**src/rtl/ultrasonic_ranger_mc_pkg.sv**
```systemverilog
// ultrasonic_ranger_mc_pkg
//   Definitions shared by the sonar ranger and the display/BCD block:
//   - FSM state encoding
//   - default 50 MHz timing constants
//   - distance-width helper
package ultrasonic_ranger_mc_pkg;

  typedef enum logic [2:0] {
    S_IDLE      = 3'd0,
    S_TRIG      = 3'd1,
    S_WAIT_RISE = 3'd2,
    S_MEASURE   = 3'd3,
    S_DONE      = 3'd4,
    S_GAP       = 3'd5
  } state_t;

  localparam int unsigned CLK_HZ          = 50_000_000;
  localparam int unsigned CH_NUM_DEF      = 3;
  localparam int unsigned TRIG_CYC_DEF    = 625;        // 12.5 us
  localparam int unsigned CYC_PER_MM_DEF  = 289;        // round trip folded in
  localparam int unsigned MAX_MM_DEF      = 4000;
  localparam int unsigned RISE_TO_CYC_DEF = 1_000_000;  // 20 ms
  localparam int unsigned GAP_CYC_DEF     = 2_500_000;  // 50 ms
  localparam int unsigned DIST_W_DEF      = 13;

  // Smallest width that holds 0..max_mm.
  function automatic int unsigned dist_w_min(input int unsigned max_mm);
    return $clog2(max_mm + 1);
  endfunction

endpackage

```
**src/rtl/ultrasonic_ranger_mc_echo_sync_edge.sv**
```systemverilog
// echo_sync_edge
//   Per-bit two-flop synchroniser followed by a registered edge detector.
//   A pad edge shows up as a one-cycle rise/fall pulse three cycles later.
//   Both edges have the same latency, so pulse spacing equals pad width.
// Ports:
//   iclk  system clock
//   rst   synchronous active-high reset
//   d     asynchronous inputs [W]
//   rise  one-cycle pulse on low->high [W]
//   fall  one-cycle pulse on high->low [W]
module echo_sync_edge
  import ultrasonic_ranger_mc_pkg::*;
#(
  parameter int unsigned W = CH_NUM_DEF
) (
  input  logic         iclk,
  input  logic         rst,
  input  logic [W-1:0] d,
  output logic [W-1:0] rise,
  output logic [W-1:0] fall
);

  logic [W-1:0] s1, s2, s3;

  always_ff @(posedge iclk) begin
    if (rst) begin
      s1   <= '0;
      s2   <= '0;
      s3   <= '0;
      rise <= '0;
      fall <= '0;
    end else begin
      s1   <= d;
      s2   <= s1;
      s3   <= s2;
      rise <= s2 & ~s3;
      fall <= ~s2 & s3;
    end
  end

endmodule

```
**src/rtl/ultrasonic_ranger_mc.sv**
```systemverilog
// ultrasonic_ranger_mc
//   Round-robin multi-channel ultrasonic ranger. Fires one trigger at a time,
//   times the selected echo in mm, saturates/times out at MAX_MM and publishes
//   per-channel distances with a one-cycle valid strobe.
//   Optional macro MEDIAN3_EN: stores the median of the last 3 raw samples
//   per channel (first two samples after reset are stored raw).
// Ports:
//   iclk        system clock (50 MHz)
//   rst         synchronous active-high reset
//   en          run enable; dropping it lets the current cycle finish, then idle
//   echo        raw asynchronous echo inputs [CH_NUM]
//   trig        trigger outputs, one-hot or zero [CH_NUM]
//   dist_flat   latched mm per channel, channel k at [k*DIST_W +: DIST_W]
//   timeout     last sample of channel k timed out [CH_NUM]
//   dist_valid  one-cycle pulse when a channel result updates
//   dist_ch     channel index updated with dist_valid
module ultrasonic_ranger_mc
  import ultrasonic_ranger_mc_pkg::*;
#(
  parameter int unsigned CH_NUM      = CH_NUM_DEF,
  parameter int unsigned TRIG_CYC    = TRIG_CYC_DEF,
  parameter int unsigned CYC_PER_MM  = CYC_PER_MM_DEF,
  parameter int unsigned MAX_MM      = MAX_MM_DEF,
  parameter int unsigned RISE_TO_CYC = RISE_TO_CYC_DEF,
  parameter int unsigned GAP_CYC     = GAP_CYC_DEF,
  parameter int unsigned DIST_W      = DIST_W_DEF
) (
  input  logic                     iclk,
  input  logic                     rst,
  input  logic                     en,
  input  logic [CH_NUM-1:0]        echo,
  output logic [CH_NUM-1:0]        trig,
  output logic [CH_NUM*DIST_W-1:0] dist_flat,
  output logic [CH_NUM-1:0]        timeout,
  output logic                     dist_valid,
  output logic [2:0]               dist_ch
);

  localparam int unsigned T_A   = (RISE_TO_CYC > GAP_CYC) ? RISE_TO_CYC : GAP_CYC;
  localparam int unsigned T_MAX = (T_A > TRIG_CYC) ? T_A : TRIG_CYC;
  localparam int unsigned TW    = $clog2(T_MAX + 1);
  localparam int unsigned SW    = $clog2(CYC_PER_MM + 1);

  state_t                        state, nstate;
  logic [TW-1:0]                 tcnt;
  logic [SW-1:0]                 sub;
  logic [DIST_W-1:0]             mm_cnt;
  logic [2:0]                    ptr;
  logic [CH_NUM-1:0]             rise_v, fall_v;
  logic                          rise_p, fall_p;
  logic                          trig_end, rise_to, sat, gap_end, carry, wr;
  logic                          sample_to;
  logic [DIST_W-1:0]             sample_mm, store_mm;
  logic [CH_NUM-1:0][DIST_W-1:0] dist_q;

  echo_sync_edge #(.W(CH_NUM)) u_sync (
    .iclk (iclk),
    .rst  (rst),
    .d    (echo),
    .rise (rise_v),
    .fall (fall_v)
  );

  // Only the active channel's edges are observed.
  always_comb begin
    rise_p = 1'b0;
    fall_p = 1'b0;
    for (int i = 0; i < CH_NUM; i++)
      if (ptr == 3'(i)) begin
        rise_p = rise_v[i];
        fall_p = fall_v[i];
      end
  end

  assign trig_end = (state == S_TRIG)      && (tcnt == TW'(TRIG_CYC - 1));
  assign rise_to  = (state == S_WAIT_RISE) && !rise_p && (tcnt == TW'(RISE_TO_CYC - 1));
  assign sat      = (state == S_MEASURE)   && (mm_cnt == DIST_W'(MAX_MM));
  assign gap_end  = (state == S_GAP)       && (tcnt == TW'(GAP_CYC - 1));
  assign carry    = (sub == SW'(CYC_PER_MM - 1));

  // State register
  always_ff @(posedge iclk) begin
    if (rst) state <= S_IDLE;
    else     state <= nstate;
  end

  // Next state. Saturation is checked before the fall so a coincident fall
  // still reports a timeout.
  always_comb begin
    nstate = state;
    case (state)
      S_IDLE:      if (en) nstate = S_TRIG;
      S_TRIG:      if (trig_end) nstate = S_WAIT_RISE;
      S_WAIT_RISE: if (rise_p) nstate = S_MEASURE;
                   else if (rise_to) nstate = S_DONE;
      S_MEASURE:   if (sat || fall_p) nstate = S_DONE;
      S_DONE:      nstate = S_GAP;
      S_GAP:       if (gap_end) nstate = en ? S_TRIG : S_IDLE;
      default:     nstate = S_IDLE;
    endcase
  end

  // Outputs
  always_comb begin
    trig       = '0;
    dist_valid = (state == S_DONE);
    dist_ch    = '0;
    if (state == S_TRIG)
      for (int i = 0; i < CH_NUM; i++) trig[i] = (ptr == 3'(i));
    if (state == S_DONE) dist_ch = ptr;
  end

  // Timers, mm counters and channel pointer
  always_ff @(posedge iclk) begin
    if (rst) begin
      tcnt   <= '0;
      sub    <= '0;
      mm_cnt <= '0;
      ptr    <= '0;
    end else begin
      if (nstate != state)
        tcnt <= '0;
      else if (state == S_TRIG || state == S_WAIT_RISE || state == S_GAP)
        tcnt <= tcnt + TW'(1);

      if (state == S_WAIT_RISE && rise_p) begin
        sub    <= '0;
        mm_cnt <= '0;
      end else if (state == S_MEASURE) begin
        if (carry) begin
          sub    <= '0;
          mm_cnt <= mm_cnt + DIST_W'(1);
        end else begin
          sub <= sub + SW'(1);
        end
      end

      if (gap_end) ptr <= (ptr == 3'(CH_NUM - 1)) ? 3'd0 : ptr + 3'd1;
    end
  end

  // The counters cover the cycles after the rise up to the one before the fall;
  // the fall cycle itself is folded in through carry so the result is
  // floor(width / CYC_PER_MM).
  assign sample_to = (state == S_WAIT_RISE) || sat;
  assign sample_mm = sample_to ? DIST_W'(MAX_MM) : mm_cnt + DIST_W'(carry);
  assign wr        = rise_to || ((state == S_MEASURE) && (sat || fall_p));

`ifdef MEDIAN3_EN
  logic [CH_NUM-1:0][DIST_W-1:0] h1_q, h2_q;   // newest, older raw samples
  logic [CH_NUM-1:0][1:0]        fill_q;
  logic [DIST_W-1:0]             h1_p, h2_p;
  logic [1:0]                    fill_p;

  function automatic logic [DIST_W-1:0] med3(input logic [DIST_W-1:0] a,
                                             input logic [DIST_W-1:0] b,
                                             input logic [DIST_W-1:0] c);
    logic [DIST_W-1:0] lo, hi;
    lo = (a < b) ? a : b;
    hi = (a < b) ? b : a;
    return (c < lo) ? lo : ((c > hi) ? hi : c);
  endfunction

  always_comb begin
    h1_p   = '0;
    h2_p   = '0;
    fill_p = '0;
    for (int i = 0; i < CH_NUM; i++)
      if (ptr == 3'(i)) begin
        h1_p   = h1_q[i];
        h2_p   = h2_q[i];
        fill_p = fill_q[i];
      end
  end

  assign store_mm = (fill_p == 2'd2) ? med3(h1_p, h2_p, sample_mm) : sample_mm;

  always_ff @(posedge iclk) begin
    if (rst) begin
      h1_q   <= '0;
      h2_q   <= '0;
      fill_q <= '0;
    end else if (wr) begin
      for (int i = 0; i < CH_NUM; i++)
        if (ptr == 3'(i)) begin
          h1_q[i] <= sample_mm;
          h2_q[i] <= h1_q[i];
          if (fill_q[i] != 2'd2) fill_q[i] <= fill_q[i] + 2'd1;
        end
    end
  end
`else
  assign store_mm = sample_mm;
`endif

  // Results land on the edge into DONE, so dist_flat is already current while
  // dist_valid is high.
  always_ff @(posedge iclk) begin
    if (rst) begin
      dist_q  <= '0;
      timeout <= '0;
    end else if (wr) begin
      for (int i = 0; i < CH_NUM; i++)
        if (ptr == 3'(i)) begin
          dist_q[i]  <= store_mm;
          timeout[i] <= sample_to;
        end
    end
  end

  assign dist_flat = dist_q;

endmodule

```
**config.mk**
```make
export PLATFORM = sky130hd
export DESIGN_NAME = ultrasonic_ranger_mc
export DESIGN_NICKNAME = d
export VERILOG_FILES = /design/src/rtl/ultrasonic_ranger_mc_pkg.sv /design/src/rtl/ultrasonic_ranger_mc_echo_sync_edge.sv /design/src/rtl/ultrasonic_ranger_mc.sv
export SDC_FILE = /design/constraint.sdc
export NUM_CORES = 1
export LEC_CHECK = 0
export CORE_ASPECT_RATIO = 1.75
export CORE_MARGIN = 5
export CORE_UTILIZATION = 45
export CTS_BUF_LIST = sky130_fd_sc_hd__clkbuf_4 sky130_fd_sc_hd__clkbuf_8
export DETAILED_ROUTE_END_ITERATION = 10
export HOLD_SLACK_MARGIN = 0.05
export PLACE_DENSITY = 0.66
export SLEW_MARGIN = 10
export SYNTH_ARGS = -nofsm -noshare
export SYNTH_HDL_FRONTEND = slang
export SYNTH_SLANG_ARGS = --single-unit
```
**constraint.sdc**
```tcl
create_clock -name iclk -period 3.8 [get_ports iclk]
set_input_delay 0.76 -clock iclk [delete_from_list [all_inputs] [get_ports iclk]]
set_output_delay 0.76 -clock iclk [all_outputs]
set_load 0.02 [all_outputs]
```
==> flow_summary_export.csv, run 1 <==
group,metric,value,unit
yosys,synth.yosys.seq_area_share,43.8,%
worst_setup_path,crit_required,3.04,ns
routing,drt-total-wl,11500,um
yosys,yosys.area.top_type,"dfxtp_1",
routing,ant_nets,0,
global_routing,grt.overflow.total,0,
routing,via_per_inst,5.44,
worst_setup_path,worstSetupPathType,"reg -> out",
worst_setup_path,worstPathArrival,2.34,ns
routing,dr.pass1.iters,7,
yosys,synth_most_common_cell,"dfxtp_1",
yosys,ys_seq_elements,107,
yosys,synth_top_area_share,43.8,%
worst_setup_path,slowest_delay,0.66,ns
clock_tree,cts-buffers-inserted,9,
finish,drive_gt1_share,4.89,%
die,die_h,148,um
worst_setup_path,critPathBufInv,1,
sta,skew,0.0121,ns
finish,n_fill_cell,1022,
finish,final_nets,602,
finish,multi_input_area,2520,um2
worst_setup_path,critPathCaptureType,"primary output",
yosys,synth_edf_count,0,
worst_setup_path,crit_family,"simple AND/OR/NAND/NOR gates",
global_routing,grt_usage,18.6,%
sta,whs,0.413,ns
clock_tree,postCtsSetupBuffers,0,
global_routing,grt_pass1_wl,19400,um
die,initial_core_util,45.7,%
clock_tree,cts_max_path_buffers,2,
clock_tree,h-tree-depth,3,
worst_hold_path,hold_path_class,"reg -> reg",
die,core,10700,um2
power_and_ir_drop,p_switching,442,uW
worst_setup_path,cpMaxStageDelayCell,"clkdlybuf4s50_1",
run_status,status,"finished, final reports clean",
power_and_ir_drop,leakagePower,2.15,nW
yosys,synthFlopType,"dfxtp_1",
placed_design,gp_congestion,0.894,
die,io_pins,55,
power_and_ir_drop,p_int,1.43,mW
worst_setup_path,critPathMaxFanout,8,
sta,max_slew_margin,38.1,%
power_and_ir_drop,seqPwrFrac,60.4,%
clock_tree,cts_tree,"done",
sta,grt_setup_unrepaired,"no",
yosys,ys_warn_count,0,
sta,period_minus_slack,3.10,ns
placed_design,post-dp-hpwl,8620,um
yosys,synthCells,546,
clock_tree,clk_latency,0.37,ns
global_routing,grt_antenna_before_repair,0,
sta,final.period_utilization,81.5,%
power_and_ir_drop,p_per_area,331,nW/um2
sta,hold_violations,0,
yosys,async_flop_share,0,%
routing,drt_iter0_markers,161,
power_and_ir_drop,switching_share,23.6,%
placed_design,numPortBuffers,54,
sta,finalSetupTns,0,ns
sta,fmax,0.323,GHz
worst_setup_path,cp-start-kind,"flop",
finish,seqCellArea,2140,um2
finish,diodes,0,
clock_tree,clk_pin_slew_worst_paths,0.10,ns
die,die_area,13100,um2
routing,routedWlPerCell,15.9,um
clock_tree,cts.repair.resized,0,
global_routing,grt_max_degree,33,
sta,worst_pin_slew,0.929,ns
yosys,syn_nets,560,
yosys,avgSynthCellArea,8.96,um2
die,rows,50,
power_and_ir_drop,clkPwrFrac,36.5,%
routing,route.vias.total,3932,
die,die_w,88.8,um
yosys,synth_common_cells,"dfxtp_1, nor2_1, mux2i_1",
yosys,synth.distinct_cells,53,
clock_tree,cts.sinks,107,
power_and_ir_drop,irDropWorstVdd,0.000254,V
power_and_ir_drop,p_comb_share,3.1,%
worst_setup_path,crit_path_cell_trace,"nor2b_1 > nand2b_1 > nor4_1 > clkdlybuf4s50_1",
yosys,synthTopCellsByArea,"dfxtp_1, mux2i_1, nor2_1",
sta,finalSetupViolCount,0,
finish,area_growth,15.4,%
run,maxCapViolations,0,
clock_tree,root_buffer,"clkbuf_8",
sta,slew_violations,0,
clock_tree,postCtsHoldBufs,0,
routing,drc,0,
yosys,syn_area,4890,um2
global_routing,grt_pass1_vias,4059,
## final timing paths
path	start	endpoint	slack (ns)	depth (start not counted)
max	state[0]	trig[0]	0.70	4
min	u_sync.s3[1]	u_sync.rise[1]	0.41	1
max reg2reg	state[1]	dist_flat[26]	0.84	6
min reg2reg	u_sync.s3[1]	u_sync.rise[1]	0.41	1
## worst register-to-register path, cell delays in order (launching register included)
cell and delay (ns):
dfxtp_1 0.49, nor3b_1 0.61, nand4_1 0.24, nor2_1 0.32, a32o_1 0.84, mux2i_1 0.29, nor2_1 0.06
## flip-flops by register name, summed over array words and instances (netlist names), 9 cells and up
name	flops
sub	9
dist_flat	39
mm_cnt	13
tcnt	22
## cells in the final DEF (no fill, tap or decap), drive strengths merged, types with 10 or more instances in the layout
cell           Yosys  final
nand4             18     18
and3              10     10
and2              11     11
clkbuf            14     11
xor2              29     29
nor3              14     14
inv               17     19
mux2i             39     39
clkdlybuf4s50      0     53
dfxtp            107    107
nand3             13     13
nand2             33     33
nor2b             15     15
xnor2             19     19
nor2              97     97
a21oi             16     16
o21ai             14     14
## per-stage QoR
stage	power (mW)	setup slack (ns)	area [um2]	instances	utilization, %
after CTS	1.90	0.682	5650	723	52.8
after floorplan	1.20	1.57	4890	546	-
final	1.87	0.702	5650	723	52.8
after global routing	1.96	0.586	5650	723	52.8
after detailed placement	1.21	0.883	5450	707	51.0
after global placement	1.21	0.906	5450	707	51.0
## power by group through the flow
stage | registers [mW] | clock network [mW] | logic [mW]
after CTS | 1.13 | 0.709 | 0.0573
after detailed placement | 1.16 | 0 | 0.0571
after global routing | 1.13 | 0.765 | 0.0624
final | 1.13 | 0.683 | 0.0571
after global placement | 1.16 | 0 | 0.0558
after floorplan | 1.16 | 0 | 0.0425
## cells by family after synthesis
family	share of synthesized area [%]
and+or+nand+nor	25.4
DFF	43.8
AOI/OAI and AO/OA	7.42
xor gates and xnor gates	8.59
buffers and inverters	4.78
muxes	7.98
adders and majority gates	2.05
## routing by layer
layer	global-route usage, %	routed length [um]
met5	0	0
met4	9.53	472
met3	5.08	524
met2	32.3	5980
met1	20.1	4540
## final cells by class
cell class	count	area share (%)
sequential	107	37.9
inverter	17	1.13
multi-input combinational	395	44.6
clock buffer	11	2.68
tap	130	2.88
timing repair buffer	58	10.0
clock inverter	5	0.798
No activity file was read; power rests on OpenSTA's default activity.
==> inputs of run 2 (changes only) <==
==> constraint.sdc (replaced) <==
create_clock -name iclk -period 3.15 [get_ports iclk]
set_input_delay 0.63 -clock iclk [delete_from_list [all_inputs] [get_ports iclk]]
set_output_delay 0.63 -clock iclk [all_outputs]
set_load 0.02 [all_outputs]
==> run 2 against run 1 <==
Global-route usage grew 0.18 points; critical path depth did not move; clock power is 24% higher; first-iteration DRC count is 12% higher; power increased by 22%; sequential share of layout area is 0.26 points lower; register-to-register slack worse by 0.26 ns; non-clock buffer count is 5 higher; cell area increased by 0.69%; clock skew is 0.0023 ns higher; core utilization up 0.36 points; hold slack worse by 0.0050 ns; largest cell class unchanged.
==> flow_summary_export.csv, run 2 (same netlist as run 1, synthesis figures left out) <==
group,metric,value,unit
global_routing,grt.overflow.total,0,
worst_setup_path,path_depth,4,
routing,top_layer,"met4",
worst_setup_path,critPathCaptureType,"primary output",
worst_setup_path,crit_path_cell_trace,"inv_1 > nor3_1 > and3_1 > clkdlybuf4s50_1",
sta,grt_setup_unrepaired,"no",
sta,max_slew_margin,43.6,%
sta,final.period_utilization,89.4,%
die,die_h,148,um
power_and_ir_drop,leakagePower,2.17,nW
routing,via_per_inst,5.45,
global_routing,grt_antenna_before_repair,0,
finish,seqCellArea,2140,um2
routing,drt-met1-wl,4510,um
clock_tree,root_buffer,"clkbuf_8",
worst_setup_path,r2r_start,"tcnt[11]",
die,rows,50,
sta,slew_violations,0,
power_and_ir_drop,irDropWorstVdd,0.000309,V
finish,n_fill_cell,1001,
die,die_area,13100,um2
clock_tree,cts.repair.resized,0,
worst_setup_path,endpoint,"trig[2]",
worst_setup_path,worstPathArrival,2.19,ns
routing,routedWlPerCell,15.9,um
sta,skew,0.0143,ns
finish,largest_reg_flops,39,
global_routing,grt_usage,18.8,%
global_routing,grt_pass1_wl,19500,um
worst_hold_path,hold_path_class,"reg -> reg",
power_and_ir_drop,p_per_area,401,nW/um2
clock_tree,postCtsSetupBuffers,0,
worst_setup_path,critPathBufInv,2,
finish,fin_util,53.2,%
sta,worst_pin_slew,0.838,ns
sta,period_minus_slack,2.82,ns
sta,hold_violations,0,
routing,met2_wirelength,6210,um
finish,area_growth,16.2,%
clock_tree,cts_tree,"done",
worst_setup_path,reg2reg_slack,0.58,ns
worst_setup_path,crit_family,"buffers and inverters",
run_status,status,"finished, final reports clean",
clock_tree,clk_pin_slew_worst_paths,0.10,ns
clock_tree,cts_max_path_buffers,2,
placed_design,numPortBuffers,54,
clock_tree,cts-buffers-inserted,9,
placed_design,gp_congestion,0.880,
routing,wl_met3,551,um
routing,dr.pass1.iters,4,
clock_tree,cts.sinks,107,
clock_tree,postCtsHoldBufs,0,
placed_design,post-dp-hpwl,8640,um
global_routing,grt_max_degree,52,
worst_setup_path,critPathMaxFanout,8,
die,core,10700,um2
worst_setup_path,cp-start-kind,"flop",
clock_tree,clk_latency,0.37,ns
finish,multi_input_area,2520,um2
worst_setup_path,r2r_end,"tcnt[3]",
die,io_pins,55,
worst_setup_path,crit_required,2.52,ns
worst_setup_path,startpoint,"state[0]",
sta,finalSetupViolCount,0,
routing,drt-total-wl,11600,um
die,initial_core_util,45.7,%
sta,fmax,0.355,GHz
run,maxCapViolations,0,
worst_setup_path,worstSetupPathType,"reg -> out",
routing,drc,0,
finish,diodes,0,
clock_tree,h-tree-depth,3,
finish,layout_commonest_cell,"dfxtp_1",
sta,finalSetupTns,0,ns
finish,layout_common_cells,"dfxtp_1, nor2_1, clkdlybuf4s50_1",
worst_setup_path,slowest_delay,0.60,ns
die,die_w,88.8,um
routing,route.vias.total,3966,
global_routing,grt_pass1_vias,4072,
finish,final_nets,607,
worst_setup_path,reg2reg_depth,7,
routing,drt_iter0_markers,180,
routing,ant_nets,0,
finish,drive_gt1_share,5.69,%
worst_setup_path,cpMaxStageDelayCell,"clkdlybuf4s50_1",
## run 2: worst min path at each step
stage	from	end	slack (ns)	cells past startpoint
final	u_sync.s3[1]	u_sync.rise[1]	0.41	1
after global routing	u_sync.s2[2]	u_sync.fall[2]	0.44	1
after floorplan	u_sync.s3[0]	u_sync.rise[0]	0.38	1
after global placement	u_sync.s3[0]	u_sync.rise[0]	0.39	1
after CTS	u_sync.s3[1]	u_sync.rise[1]	0.42	1
after detailed placement	u_sync.s3[1]	u_sync.rise[1]	0.40	1
## run 2: report_power, final
group / total [mW] / internal [mW] / leakage (nW) / switching, mW
registers: 1.37 / 1.36 / 0.864 / 0.00517
logic: 0.0704 / 0.0255 / 1.21 / 0.0448
clock network: 0.846 / 0.376 / 0.0919 / 0.469
## run 2: cell type report
type / count / share of cell area, %
clock buffer: 10 / 2.31
tap: 130 / 2.86
inverter: 17 / 1.12
clock inverter: 6 / 1.17
multi-input combinational: 395 / 44.3
sequential: 107 / 37.7
timing repair buffer: 63 / 10.6
## run 2: stage by stage
step           power (mW)  cells  hold slack, ns  setup WS, ns  cell area (um2)
2_1_floorplan        1.45    546           0.383         0.918             4890
3_3_place_gp         1.47    712           0.388         0.620             5490
3_5_place_dp         1.47    712           0.395         0.619             5490
4_1_cts              2.31    728           0.415         0.307             5690
5_1_grt              2.37    728           0.437         0.193             5690
6_report             2.28    728           0.408         0.334             5690
## run 2: layer usage
layer,vias to the layer above,track usage (%)
li1,1953,-
met1,1899,20.1
met2,87,33.6
met3,27,5.19
met4,0,7.87
met5,-,0
## run 2: worst register-to-register path: cells and delay by family, from the launching register on
| kind | cells | cell delay, ns |
|---|---|---|
| buffers and inverters | 1 | 0.29 |
| DFF | 1 | 0.39 |
| AOI/OAI and AO/OA | 2 | 0.51 |
| and+or+nand+nor | 4 | 1.26 |
==> inputs of run 3 (changes only) <==
--- a/config.mk
+++ b/config.mk
@@ -6,13 +6,15 @@
 export NUM_CORES = 1
 export LEC_CHECK = 0
 export CORE_ASPECT_RATIO = 1.75
-export CORE_MARGIN = 5
+export CORE_MARGIN = 2
 export CORE_UTILIZATION = 45
 export CTS_BUF_LIST = sky130_fd_sc_hd__clkbuf_4 sky130_fd_sc_hd__clkbuf_8
 export DETAILED_ROUTE_END_ITERATION = 10
 export HOLD_SLACK_MARGIN = 0.05
 export PLACE_DENSITY = 0.66
+export SETUP_SLACK_MARGIN = 0.5
 export SLEW_MARGIN = 10
 export SYNTH_ARGS = -nofsm -noshare
 export SYNTH_HDL_FRONTEND = slang
+export SYNTH_HIERARCHICAL = 1
 export SYNTH_SLANG_ARGS = --single-unit
==> run 3 against run 2 <==
Global-route usage is 0.74 points higher; power is 0.88% higher; synthesized cell count is 2.7% higher; cell area is 5.6% higher; sequential share of layout area is 1.9 points lower.
==> flow_summary_export.csv, run 3 <==
group,metric,value,unit
die,die_w,84.5,um
worst_setup_path,reg2reg_depth,7,
sta,hold_violations,0,
finish,layout_common_cells,"dfxtp_1, nor2_1, clkdlybuf4s50_1",
finish,largest_reg_flops,39,
routing,drt-total-wl,11800,um
worst_setup_path,reg2reg_slack,0.61,ns
routing,dr.pass1.iters,4,
worst_setup_path,r2r_end,"dist_flat[10]",
power_and_ir_drop,p_comb_share,3.7,%
clock_tree,clk_pin_slew_worst_paths,0.10,ns
finish,diodes,0,
yosys,synth.distinct_cells,53,
power_and_ir_drop,p_switching,541,uW
yosys,syn_area,5100,um2
clock_tree,cts_max_path_buffers,2,
run,maxCapViolations,0,
worst_hold_path,min_path_cells,1,
yosys,async_flop_share,0,%
global_routing,grt_pass1_vias,4036,
worst_setup_path,critPathMaxFanout,9,
global_routing,grt_usage,19.6,%
worst_setup_path,r2r_start,"tcnt[0]",
yosys,synth_common_cells,"dfxtp_1, nor2_1, nor2b_1",
routing,route.vias.total,4078,
routing,drc,0,
clock_tree,clk_latency,0.37,ns
worst_hold_path,hold_path_class,"reg -> reg",
sta,period_minus_slack,2.56,ns
sta,max_slew_margin,50.5,%
sta,grt_setup_unrepaired,"yes",
finish,area_growth,17.7,%
worst_hold_path,holdPathEnd,"u_sync/rise[2]",
yosys,synth_most_common_cell,"dfxtp_1",
power_and_ir_drop,switching_share,23.5,%
placed_design,post-dp-hpwl,8580,um
finish,fin_util,54.1,%
global_routing,grt.overflow.total,0,
clock_tree,cts.sinks,107,
power_and_ir_drop,clkPwrFrac,36.9,%
worst_setup_path,worstPathArrival,1.93,ns
routing,routedWlPerCell,15.9,um
yosys,avgSynthCellArea,9.09,um2
power_and_ir_drop,irDropWorstVdd,0.000246,V
die,die_area,12200,um2
placed_design,numPortBuffers,54,
clock_tree,cts-buffers-inserted,9,
yosys,yosys.area.top_type,"dfxtp_1",
sta,skew,0.0119,ns
clock_tree,root_buffer,"clkbuf_8",
worst_hold_path,hp-start,"u_sync/s3[2]",
worst_setup_path,crit_required,2.52,ns
yosys,synthFlopType,"dfxtp_1",
die,rows,51,
worst_setup_path,worstSetupPathType,"reg -> out",
yosys,synthTopCellsByArea,"dfxtp_1, xor2_1, nor2b_1",
yosys,ys_warn_count,6,
yosys,synthCells,561,
global_routing,grt_max_degree,31,
yosys,syn_nets,575,
power_and_ir_drop,p_int,1.76,mW
yosys,synth.yosys.seq_area_share,42.0,%
clock_tree,h-tree-depth,3,
yosys,synth_edf_count,0,
global_routing,grt_pass1_wl,19200,um
power_and_ir_drop,leakagePower,2.14,nW
global_routing,grt_antenna_before_repair,0,
routing,ant_nets,0,
die,initial_core_util,45.9,%
sta,fmax,0.390,GHz
finish,n_fill_cell,1060,
yosys,synth_top_area_share,42.0,%
power_and_ir_drop,p_per_area,383,nW/um2
placed_design,gp_congestion,0.856,
die,io_pins,55,
sta,final.period_utilization,81.4,%
die,core,11100,um2
clock_tree,cts_tree,"done",
run_status,status,"finished, final reports clean",
die,die_h,145,um
routing,via_per_inst,5.47,
sta,finalSetupViolCount,0,
sta,slew_violations,0,
sta,finalSetupTns,0,ns
worst_setup_path,critPathCaptureType,"primary output",
clock_tree,postCtsHoldBufs,0,
finish,layout_commonest_cell,"dfxtp_1",
routing,drt_iter0_markers,151,
yosys,ys_seq_elements,107,
sta,worst_pin_slew,0.738,ns
power_and_ir_drop,seqPwrFrac,59.4,%
finish,final_nets,622,
finish,drive_gt1_share,13.4,%
worst_setup_path,cp-start-kind,"flop",
==> run 3: cell count changes after synthesis, sizes merged, moves of 17 or more <==
cell    change
nor2b      +19
nor2       -45
mux2i      -36
o21ai      +17
a211oi     +19
mux2       +21
==> run 3: how the worst max path moves through the flow <==
stage	from	endpoint	slack [ns]
final	state[1]	dist_ch[0]	0.59
after detailed placement	sub[0]	dist_flat[34]	0.40
after floorplan	sub[0]	dist_flat[36]	0.72
after CTS	state[2]	dist_ch[0]	0.50
after global routing	sub[0]	dist_flat[34]	0.50
after global placement	sub[0]	dist_flat[34]	0.50
==> run 3: cell families after synthesis <==
kind of cell               count (synthesis)  synth area share [%]
xor gates and xnor gates                  52                  8.93
adders and majority gates                  8                  1.96
buffers and inverters                     44                  3.95
AOI/OAI and AO/OA                         95                  11.7
and+or+nand+nor                          231                  25.7
DFF                                      107                  42.0
muxes                                     24                  5.74
==> run 3: cell type report <==
class                      count  area (um2)  area share, %
clock buffer                   9         124           2.06
clock inverter                 7        73.8           1.23
inverter                      12        45.0          0.750
tap                          132         165           2.75
sequential                   107        2150           35.8
timing repair buffer          67         641           10.7
multi-input combinational    411        2810           46.8
==> run 3: worst max-delay path: stages (launching register included) <==
cell             delay [ns]
dfxtp_1                0.41
nand2b_1               0.24
nor2_1                 0.15
and2_1                 0.16
clkdlybuf4s50_1        0.61
==> run 3: stage by stage <==
stage / cells / setup slack [ns] / power, mW / cell area, um2 / hold slack (ns)
5_1_grt: 745 / 0.496 / 2.39 / 6000 / 0.459
6_report: 745 / 0.586 / 2.30 / 6000 / 0.438
4_1_cts: 743 / 0.501 / 2.32 / 5960 / 0.442
2_1_floorplan: 561 / 0.721 / 1.46 / 5100 / 0.403
3_5_place_dp: 726 / 0.398 / 1.48 / 5730 / 0.420
3_3_place_gp: 726 / 0.499 / 1.48 / 5730 / 0.410
==> run 3: power groups by stage <==
| stage | Sequential, mW | Combinational [mW] | Clock (mW) |
|---|---|---|---|
| floorplan | 1.40 | 0.0602 | 0 |
| global route | 1.37 | 0.0921 | 0.929 |
| detailed placement | 1.40 | 0.0830 | 0 |
| global placement | 1.40 | 0.0830 | 0 |
| finish | 1.37 | 0.0844 | 0.849 |
| CTS | 1.37 | 0.0837 | 0.870 |
==> run 3: timing repair <==
item,in CTS,in global routing
resized for setup,9,8
pin swaps,1,2
gates cloned,1,0
buffers inserted,0,2
setup endpoints to repair,13,31
==> run 3: layer usage <==
layer	routed length [um]	GRT usage [%]	vias to the layer above	share of wire, %
met2	6550	37.9	69	55
met3	298	3.29	21	2.5
li1	-	-	2051	-
met1	4710	20.5	1937	40
met5	0	0	-	0
met4	256	8.44	0	2.2
